[config.mk]
export PLATFORM = sky130hd
export DESIGN_NAME = systolic_feeder
export DESIGN_NICKNAME = d
export VERILOG_FILES = /design/src/rtl/systolic_feeder.sv
export SDC_FILE = /design/constraint.sdc
export NUM_CORES = 1
export LEC_CHECK = 0
export ABC_AREA = 1
export CAP_MARGIN = 20
export CORE_MARGIN = 2
export CORE_UTILIZATION = 55
export CTS_CLUSTER_DIAMETER = 30
export DETAILED_ROUTE_END_ITERATION = 8
export PLACE_DENSITY = 0.76
export SLEW_MARGIN = 30
export SYNTH_ARGS = -nofsm -noshare
export SYNTH_HDL_FRONTEND = slang
export SYNTH_SLANG_ARGS = --single-unit
[constraint.sdc]
create_clock -name clk -period 13.9 [get_ports clk]
set_input_delay 2.085 -clock clk [delete_from_list [all_inputs] [get_ports clk]]
set_output_delay 2.085 -clock clk [all_outputs]
set_load 0.005 [all_outputs]
[src/rtl/systolic_feeder.sv]
// systolic_feeder: holds A/B operand matrices and streams row/column slices into a systolic array.
module systolic_feeder #(
  parameter int N = 4,
  parameter int W = 8
) (
  input  logic                 clk,
  input  logic                 rst,
  input  logic                 wr_a_en,
  input  logic                 wr_b_en,
  input  logic [$clog2(N)-1:0] wr_row,
  input  logic [N*W-1:0]       wr_data,
  input  logic                 start,
  output logic                 busy,
  output logic                 acc_clr,
  output logic                 systolic_en,
  output logic [N*W-1:0]       a_vec,
  output logic [N*W-1:0]       b_vec,
  output logic                 done
);
  localparam int KW = $clog2(N);
  typedef enum logic [1:0] {IDLE, CLEAR, FEED, DONE} state_t;
  state_t state, state_nx;
  logic [KW-1:0] k;
  logic [N*W-1:0] a_buf [N];
  logic [N*W-1:0] b_buf [N];
  logic last, row_ok;
  assign last = k == KW'(N - 1);
  assign row_ok = 32'(wr_row) < N;
  always_comb
    state_nx = state == IDLE  ? (start ? CLEAR : IDLE) :
               state == CLEAR ? FEED :
               state == FEED  ? (last ? DONE : FEED) : IDLE;
  always_ff @(posedge clk or posedge rst)
    if (rst) begin
      state <= IDLE;
      k <= '0;
    end else begin
      state <= state_nx;
      k <= (state == FEED && !last) ? k + 1'b1 : '0;
    end
  // Operands only change in IDLE, so a running sequence always sees one consistent snapshot
  always_ff @(posedge clk or posedge rst)
    if (rst) begin
      for (int r = 0; r < N; r++) begin
        a_buf[r] <= '0;
        b_buf[r] <= '0;
      end
    end else if (state == IDLE && row_ok) begin
      if (wr_a_en) a_buf[wr_row] <= wr_data;
      if (wr_b_en) b_buf[wr_row] <= wr_data;
    end
  assign busy = state != IDLE;
  assign acc_clr = state == CLEAR;
  assign systolic_en = state == FEED;
  assign done = state == DONE;
  // Lane i of a_vec is column k of A row i; b_vec is row k of B as stored
  always_comb begin
    a_vec = '0;
    b_vec = systolic_en ? b_buf[k] : '0;
    for (int i = 0; i < N; i++)
      a_vec[i*W +: W] = systolic_en ? a_buf[i][32'(k)*W +: W] : '0;
  end
endmodule

After elaboration in Yosys (flattened, before gate mapping)
Cells that the tools add are included.
Widths: inputs -> output; s select.
{"block": "op_classes", "add_sub_neg": 1, "magnitude_cmp": 3, "eq_ne": 4, "shifts": 4, "muxes": 18, "bitwise": 2, "reduce_logical": 7}
{"op": "$bwmux 128", "count": 2}
{"op": "$mux 32", "count": 4}
{"op": "$shiftx 32x6->8", "count": 4}
{"op": "$bmux 32 s2", "count": 1}
{"op": "$demux 32 s2", "count": 1}
{"op": "$mux 8", "count": 4}
{"op": "$mux 2", "count": 4}
{"op": "$eq 2x2->1 const B", "count": 3}
{"op": "$ge 3x3->1 const B", "count": 2}
{"op": "$not 2->3", "count": 2}
{"op": "$reduce_and 2->1", "count": 2}
{"op": "$lt 3x1->1 const B", "count": 1}
{"op": "$add 2x1->2 const B", "count": 1}
{"op": "$eq 2x1->1 const B", "count": 1}
{"op": "$logic_and 1x1->1", "count": 2}
{"op": "$logic_not 2->1", "count": 1}
{"op": "$mux 1", "count": 2}
{"op": "$reduce_bool 2->1", "count": 1}
{"op": "$logic_not 1->1", "count": 1}
{"block": "word_totals", "reg_bits": 260, "inputBits": 39}

Depth between registers and ports, before layout
Gate-level depths: netlist (run 1).
{"block": "logic_depth", "word_depth": 6, "ltp_mapped": 8, "mapped_depth_nobuf": 7}

Worst setup path after synthesis (run 1)
Ideal clock, no wire load.
{"block": "synth_timing", "path_type": "reg2out", "start": "register state[0]", "end": "output port a_vec[0]", "arrival_ps": 1100, "required_time_ps": 11815, "path_slack_ps": 10715, "stages_incl_launch_ff": 6, "path_buffers": 1, "cell_sequence": "dfrtp_1 -> inv_1 -> ha_1 -> inv_2 -> clkbuf_1 -> a21oi_1"}
{"block": "synth_via", "elab_chain_len": 2}
{"item": "from (decl)", "line": "22", "rtl": "state_t state, state_nx;"}
{"item": "from (signal assigned)", "line": "38", "rtl": "state <= state_nx;"}
{"item": "$eq 2x2->1", "line": "54", "rtl": "assign systolic_en = state == FEED;"}
{"item": "$mux 8", "line": "61", "rtl": "a_vec[i*W +: W] = systolic_en ? a_buf[i][32'(k)*W +: W] : '0;"}
{"item": "to (decl)", "line": "16", "rtl": "output logic [N*W-1:0] a_vec,"}
No other way between the ends.

Final worst setup path (run 1)
{"block": "layout_timing", "start": "register k[0]", "end": "output port a_vec[20]"}
{"block": "layout_via", "elab_chain_len": 2}
{"item": "from (decl)", "line": "23", "rtl": "logic [KW-1:0] k;"}
{"item": "from (signal assigned)", "line": "39", "rtl": "k <= (state == FEED && !last) ? k + 1'b1 : '0;"}
{"item": "$shiftx 32x6->8", "line": "61"}
{"item": "$mux 8", "line": "61"}
No other way between the ends.

==> summary.md, run 1 <==
| Metric | Value |
|---|---|
| CP endpoint kind | `primary output` |
| Psw | `1.41 mW` |
| Hold WS | `482 ps` |
| # nets final | `1761` |
| CTS clock-pin slew for the worst setup and hold paths | `50 ps` |
| Cell variety after synth | `19` |
| Die area | `0.0238 sq mm` |
| First-pass GRT wire length | `57000 microns` |
| Max Root-Sink Buffers | `3` |
| Number of vias per cell | `5.40` |
| R2r setup slk | `11690 ps` |
| Root buffer cell | `clkbuf_16` |
| Vias | `11100` |
| Final design area excluding fillers | `0.0154 sq mm` |
| Status | `complete, no violations` |
| Post-DP HPWL | `21100 microns` |
| Final Hold Viols | `0` |
| Dpl cells | `1947` |
| Area after DPL | `0.0135 sq mm` |
| Max_cap viols | `0` |
| Fmax | `163 MHz` |
| Total global routing overflow | `0` |
| Gate Count Post-Synth | `1640` |
| Final Critical Period | `6150 ps` |
| Slew @ Worst Pin | `979 ps` |
| Fin cells | `2045` |
| Num CTS Buffers | `52` |
| Ordered list of cells on the worst path | `clkinv_2, buf_4, nand2_1, nand3_1, a21oi_1, clkdlybuf4s50_1` |
| Clk pwr share | `0.338` |
| DRT Pass-1 Iters | `8` |
| DIE HEIGHT | `154 microns` |
| Slew margin rel. | `0.348` |
| Yosys warning count | `0` |
| Seq pwr share | `0.330` |
| Post-synthesis cell area | `0.0124 sq mm` |
| Wire length per cell | `17.2 microns` |
| Clock Latency Late Sink | `550 ps` |
| Startpoint types | `flip-flop` |
| Routability Congestion | `0.858` |
| Diode count | `0` |
| Leak pwr | `7.84 nW` |
| Setup tns final | `0 ps` |
| Hold buffer count at cts | `0` |
| Share of layout cells above drive strength 1 | `0.0699` |
| Endpoints failing setup | `0` |
| Internal | `2.59 mW` |
| Initial Utilization | `0.554` |
| H-Tree Depth | `2` |
| Most common cell after layout, fill and taps aside | `nand2_1` |
| Core Area | `0.0224 sq mm` |
| Critical Path AT | `4060 ps` |
| Iteration-0 DRC Markers | `1038` |
| Resized cells post-CTS | `0` |
| IO Pins | `107` |
| Critical path endpoint | `a_vec[20]` |
| Clock Skews | `9.83 ps` |
| R2R cell count | `8` |
| GR Util All Layers | `0.302` |
| DRT antenna net count | `0` |
| Vias in the first global route | `10800` |
| IO buf count | `106` |
| Area grow syn2layout | `24.2%` |
| Critical path peak fanout | `88` |
| # fillers | `1776` |
| Drc violations | `0` |
| Sw Ratio | `0.352` |
| Final Max Slew Viols | `0` |
| Chip Width | `154 microns` |
| Crit-path max cell delay | `910 ps` |
| Row count | `55` |
| Syn avg cell area | `7.58 sq um` |
| Logic pwr share | `0.332` |
| RSZ-0062 raised after global routing | `no` |
| Worst min path class | `reg2reg` |
| Most frequent cells in the layout | `nand2_1, inv_1, dfrtp_1` |
| Worst path required time | `11810 ps` |
| Crit path kind | `reg2out` |
| CTS tree | `yes` |
| Post-layout util | `0.688` |
| RR Startpoint | `state[0]` |
| Worst R2R End | `b_buf[112]` |
| Crit share post-route | `0.442` |
| Post-Route WL | `35200 microns` |
| Cell Pwr Density | `259 mW/mm^2` |
| VDD IR max | `0.177 mV` |
| Clock sinks | `260` |
| Antenna violations before repair | `1` |
| #FFs+latches synth | `260` |
| Sequential-to-total area share from yosys stat | `0.523` |
| CP Launch Point | `k[0]` |
| Largest net degree at the start of global routing | `139` |
| CP max stage cell | `dfrtp_4` |
| Post CTS Setup Buffer Count | `0` |
| Mapped Nets | `1685` |
==> through the flow <==
step	setup WS [ps]	power [mW]
CTS	7880	4.00
global route	7630	4.27
detailed placement	8510	2.61
global placement	8530	2.57
finish	7750	4.00
floorplan	4660	2.12
==> flip-flops by register name (all words and copies together) (netlist names) <==
signal,count
a_buf,128
b_buf,128
k,2
state,2
==> how the worst min path moves through the flow <==
stage | startpoint | endpoint | slack (ps) | cells after the start
3_5_place_dp | b_buf[52] | b_buf[52] | 470 | 2
6_report | a_buf[52] | a_buf[52] | 480 | 2
3_3_place_gp | a_buf[71] | a_buf[71] | 470 | 2
4_1_cts | a_buf[64] | a_buf[64] | 480 | 2
2_1_floorplan | a_buf[100] | a_buf[100] | 450 | 2
5_1_grt | a_buf[115] | a_buf[115] | 500 | 2
==> metal layers <==
metal	GRT usage	part of all wire	vias up	wire (microns)
met5	0	0.00020	-	7
met4	0.0944	0.024	2	843
met3	0.0605	0.092	81	3230
met2	0.477	0.46	494	16300
met1	0.426	0.42	5261	14900
li1	-	-	5214	-
==> power by group through the flow <==
stage / clock (mW) / sequential [mW] / combinational [mW]
floorplan: 0 / 1.26 / 0.860
global route: 1.40 / 1.36 / 1.50
finish: 1.35 / 1.32 / 1.32
detailed placement: 0 / 1.32 / 1.29
CTS: 1.36 / 1.32 / 1.32
global placement: 0 / 1.31 / 1.26
==> worst max-delay path: cells and delay by family (launching register included) <==
| family | cells | cell delay [ps] |
|---|---|---|
| buffers and inverters | 3 | 1910 |
| flip-flops | 1 | 910 |
| AO/OA/AOI/OAI | 1 | 350 |
| AND/OR/NAND/NOR | 2 | 270 |
==> final cells by class <==
class / count / area [sq um] / area share
Multi-Input combinational cell: 985 / 4370 / 0.283
Timing Repair Buffer: 117 / 1140 / 0.0741
Sequential cell: 260 / 6510 / 0.422
Inverter: 300 / 1140 / 0.0738
Clock inverter: 40 / 546 / 0.0353
Clock buffer: 58 / 1380 / 0.0891
Tap cell: 285 / 357 / 0.0231
==> Yosys cell counts <==
library cell | number | area share
buf_2 | 56 | 0.023
clkbuf_1 | 13 | 0.0039
inv_1 | 296 | 0.089
dfrtp_1 | 260 | 0.52
o31ai_1 | 1 | 0.00060
nor3b_1 | 1 | 0.00060
o21ai_0 | 251 | 0.10
o21ai_1 | 5 | 0.0020
clkbuf_2 | 18 | 0.0072
nor2_4 | 2 | 0.0018
a21oi_1 | 64 | 0.026
ha_1 | 6 | 0.0060
buf_1 | 8 | 0.0024
nor3_1 | 1 | 0.00040
inv_2 | 4 | 0.0012
nand2_1 | 517 | 0.16
nor2_1 | 3 | 0.00091
nand2_2 | 6 | 0.0030
nand3_1 | 128 | 0.052
==> cell families (layout without fill, tap and decap cells) <==
family / Yosys count / after routing / synth area share
adders and majority gates: 6 / 6 / 0.00604
DFF: 260 / 260 / 0.523
and+or+nand+nor: 658 / 658 / 0.214
buffers and inverters: 395 / 515 / 0.127
AOI/OAI and AO/OA: 321 / 321 / 0.129
Note: power is estimated with default switching activity, not from simulation.
==> run 2, diff against run 1 <==
==> constraint.sdc (replaced) <==
create_clock -name clk -period 6.1 [get_ports clk]
set_input_delay 0.915 -clock clk [delete_from_list [all_inputs] [get_ports clk]]
set_output_delay 0.915 -clock clk [all_outputs]
set_load 0.005 [all_outputs]
==> run 2 against run 1 <==
Compared with the run above: highest routed layer is now met4; clock power grew 130%; utilization is 0.25 points higher; critical path depth is the same; count of clock-buffer cells in the layout increased by 2; routed wire length rose by 0.66%; sequential share of layout area fell by 0.15 points; power is 130% higher; cell count up 0.20%; sequential power rose by 130%; global-route usage rose by 0.38 points.
==> summary.md, run 2 (synthesis gave the netlist of run 1 again) <==
| Metric | Value |
|---|---|
| Status | `complete, no violations` |
| Num CTS Buffers | `53` |
| Slew @ Worst Pin | `915 ps` |
| Most common cell after layout, fill and taps aside | `nand2_1` |
| Root buffer cell | `clkbuf_16` |
| Final Max Slew Viols | `0` |
| Fin cells | `2049` |
| Crit path kind | `reg2out` |
| Setup tns final | `0 ps` |
| CP max stage cell | `dfrtp_4` |
| R2r setup slk | `3980 ps` |
| Largest net degree at the start of global routing | `105` |
| Multi-input logic area | `0.00437 sq mm` |
| RSZ-0062 raised after global routing | `no` |
| Area grow syn2layout | `24.7%` |
| First-pass GRT wire length | `57900 microns` |
| Regs by FF count | `a_buf: 128 flops, b_buf: 128 flops` |
| Most frequent cells in the layout | `nand2_1, inv_1, dfrtp_1` |
| Diode count | `0` |
| Hold Crit Depth | `2` |
| GR Util All Layers | `0.306` |
| Critical path's top delay family | `buffers and inverters` |
| Row count | `55` |
| Min-delay src | `a_buf[34]` |
| Post CTS Setup Buffer Count | `0` |
| Wire length per cell | `17.3 microns` |
| Vias | `11200` |
| R2R cell count | `7` |
| Fmax | `209 MHz` |
| Buffers & Inverters on Critical Path | `3` |
| Critical Path AT | `3860 ps` |
| CTS clock-pin slew for the worst setup and hold paths | `50 ps` |
| Worst path required time | `5180 ps` |
| Post-DP HPWL | `20900 microns` |
| Final Hold Viols | `0` |
| Clock sinks | `260` |
| Routability Congestion | `0.845` |
| Number of vias per cell | `5.45` |
| Chip Width | `154 microns` |
| # nets final | `1765` |
| Iteration-0 DRC Markers | `1170` |
| Max Root-Sink Buffers | `3` |
| Crit-path max cell delay | `890 ps` |
| Resized cells post-CTS | `0` |
| Critical path peak fanout | `104` |
| Endpoints failing setup | `0` |
| Dpl cells | `1949` |
| Drc violations | `0` |
| H-Tree Depth | `2` |
| Final Critical Period | `4780 ps` |
| Core Area | `0.0224 sq mm` |
| Crit share post-route | `0.783` |
| Initial Utilization | `0.554` |
| Vias in the first global route | `10900` |
| FF/Latch Area | `0.00651 sq mm` |
| Max_cap viols | `0` |
| DRT antenna net count | `0` |
| Clock Latency Late Sink | `550 ps` |
| Clock Skews | `11.6 ps` |
| Total global routing overflow | `0` |
| Hold worst-path end | `a_buf[34]` |
| Leak pwr | `7.85 nW` |
| CP endpoint kind | `primary output` |
| Startpoint types | `flip-flop` |
| # fillers | `1792` |
| VDD IR max | `0.509 mV` |
| Ordered list of cells on the worst path | `clkinv_2, buf_6, nand2_1, nand3_1, a21oi_1, clkdlybuf4s50_1` |
| IO Pins | `107` |
| RR Startpoint | `state[0]` |
| Post-Route WL | `35500 microns` |
| CTS tree | `yes` |
| Die area | `0.0238 sq mm` |
| DRT Pass-1 Iters | `5` |
| Worst R2R End | `b_buf[4]` |
| Share of layout cells above drive strength 1 | `0.0726` |
| Slew margin rel. | `0.390` |
| Cell Pwr Density | `591 mW/mm^2` |
| IO buf count | `106` |
| Antenna violations before repair | `0` |
| Hold buffer count at cts | `0` |
| DIE HEIGHT | `154 microns` |
| Worst min path class | `reg2reg` |
run 2: cell count changes in the layout (fill, tap and decap cells not counted), sizes merged:
| cell | delta |
|---|---|
| clkinv | +2 |
| bufinv | -1 |
| inv | -7 |
| clkbuf | +2 |
| buf | +3 |
| clkinvlp | +5 |
run 2: layout make-up:
cell class	instances	share of cell area
Inverter	300	0.0730
Timing Repair Buffer	120	0.0763
Sequential cell	260	0.420
Clock buffer	60	0.0926
Multi-Input combinational cell	985	0.282
Clock inverter	39	0.0329
Tap cell	285	0.0230
run 2: worst max-delay path by stage:
stage,startpoint,end,depth (start not counted)
4_1_cts,k[0],a_vec[4],6
3_5_place_dp,k[0],a_vec[4],6
6_report,k[0],a_vec[4],6
5_1_grt,k[0],a_vec[15],6
2_1_floorplan,rst,a_buf[0],1
3_3_place_gp,k[0],a_vec[4],6
run 2: per-stage QoR:
stage / worst slack (ps) / hold slack, ps / instance area, sq um / power, mW / utilization
6_report: 1320 / 480 / 15500 / 9.15 / 0.691
5_1_grt: 1230 / 503 / 15500 / 9.77 / 0.691
4_1_cts: 1530 / 484 / 15500 / 9.16 / 0.689
3_5_place_dp: 2110 / 473 / 13500 / 5.98 / 0.603
3_3_place_gp: 1980 / 465 / 13500 / 5.87 / 0.602
2_1_floorplan: 1760 / 453 / 12400 / 4.82 / -
run 2: worst register-to-register path: stages (launching register included):
cell	delay (ps)
dfrtp_1	400
inv_1	110
ha_1	330
nand2_1	190
nor2_4	150
buf_4	530
nand2_1	200
o21ai_0	130
run 2: power breakdown:
| part | switching (mW) | internal, mW |
|---|---|---|
| Sequential | 0.459 | 2.56 |
| Combinational | 1.80 | 1.24 |
| Clock | 0.982 | 2.12 |
| Total | 3.24 | 5.92 |
run 2: per-layer routing:
| layer | global-route usage | routed length (microns) |
|---|---|---|
| met5 | 0 | 0 |
| met4 | 0.134 | 1400 |
| met3 | 0.0616 | 2870 |
| met2 | 0.458 | 16000 |
| met1 | 0.437 | 15200 |
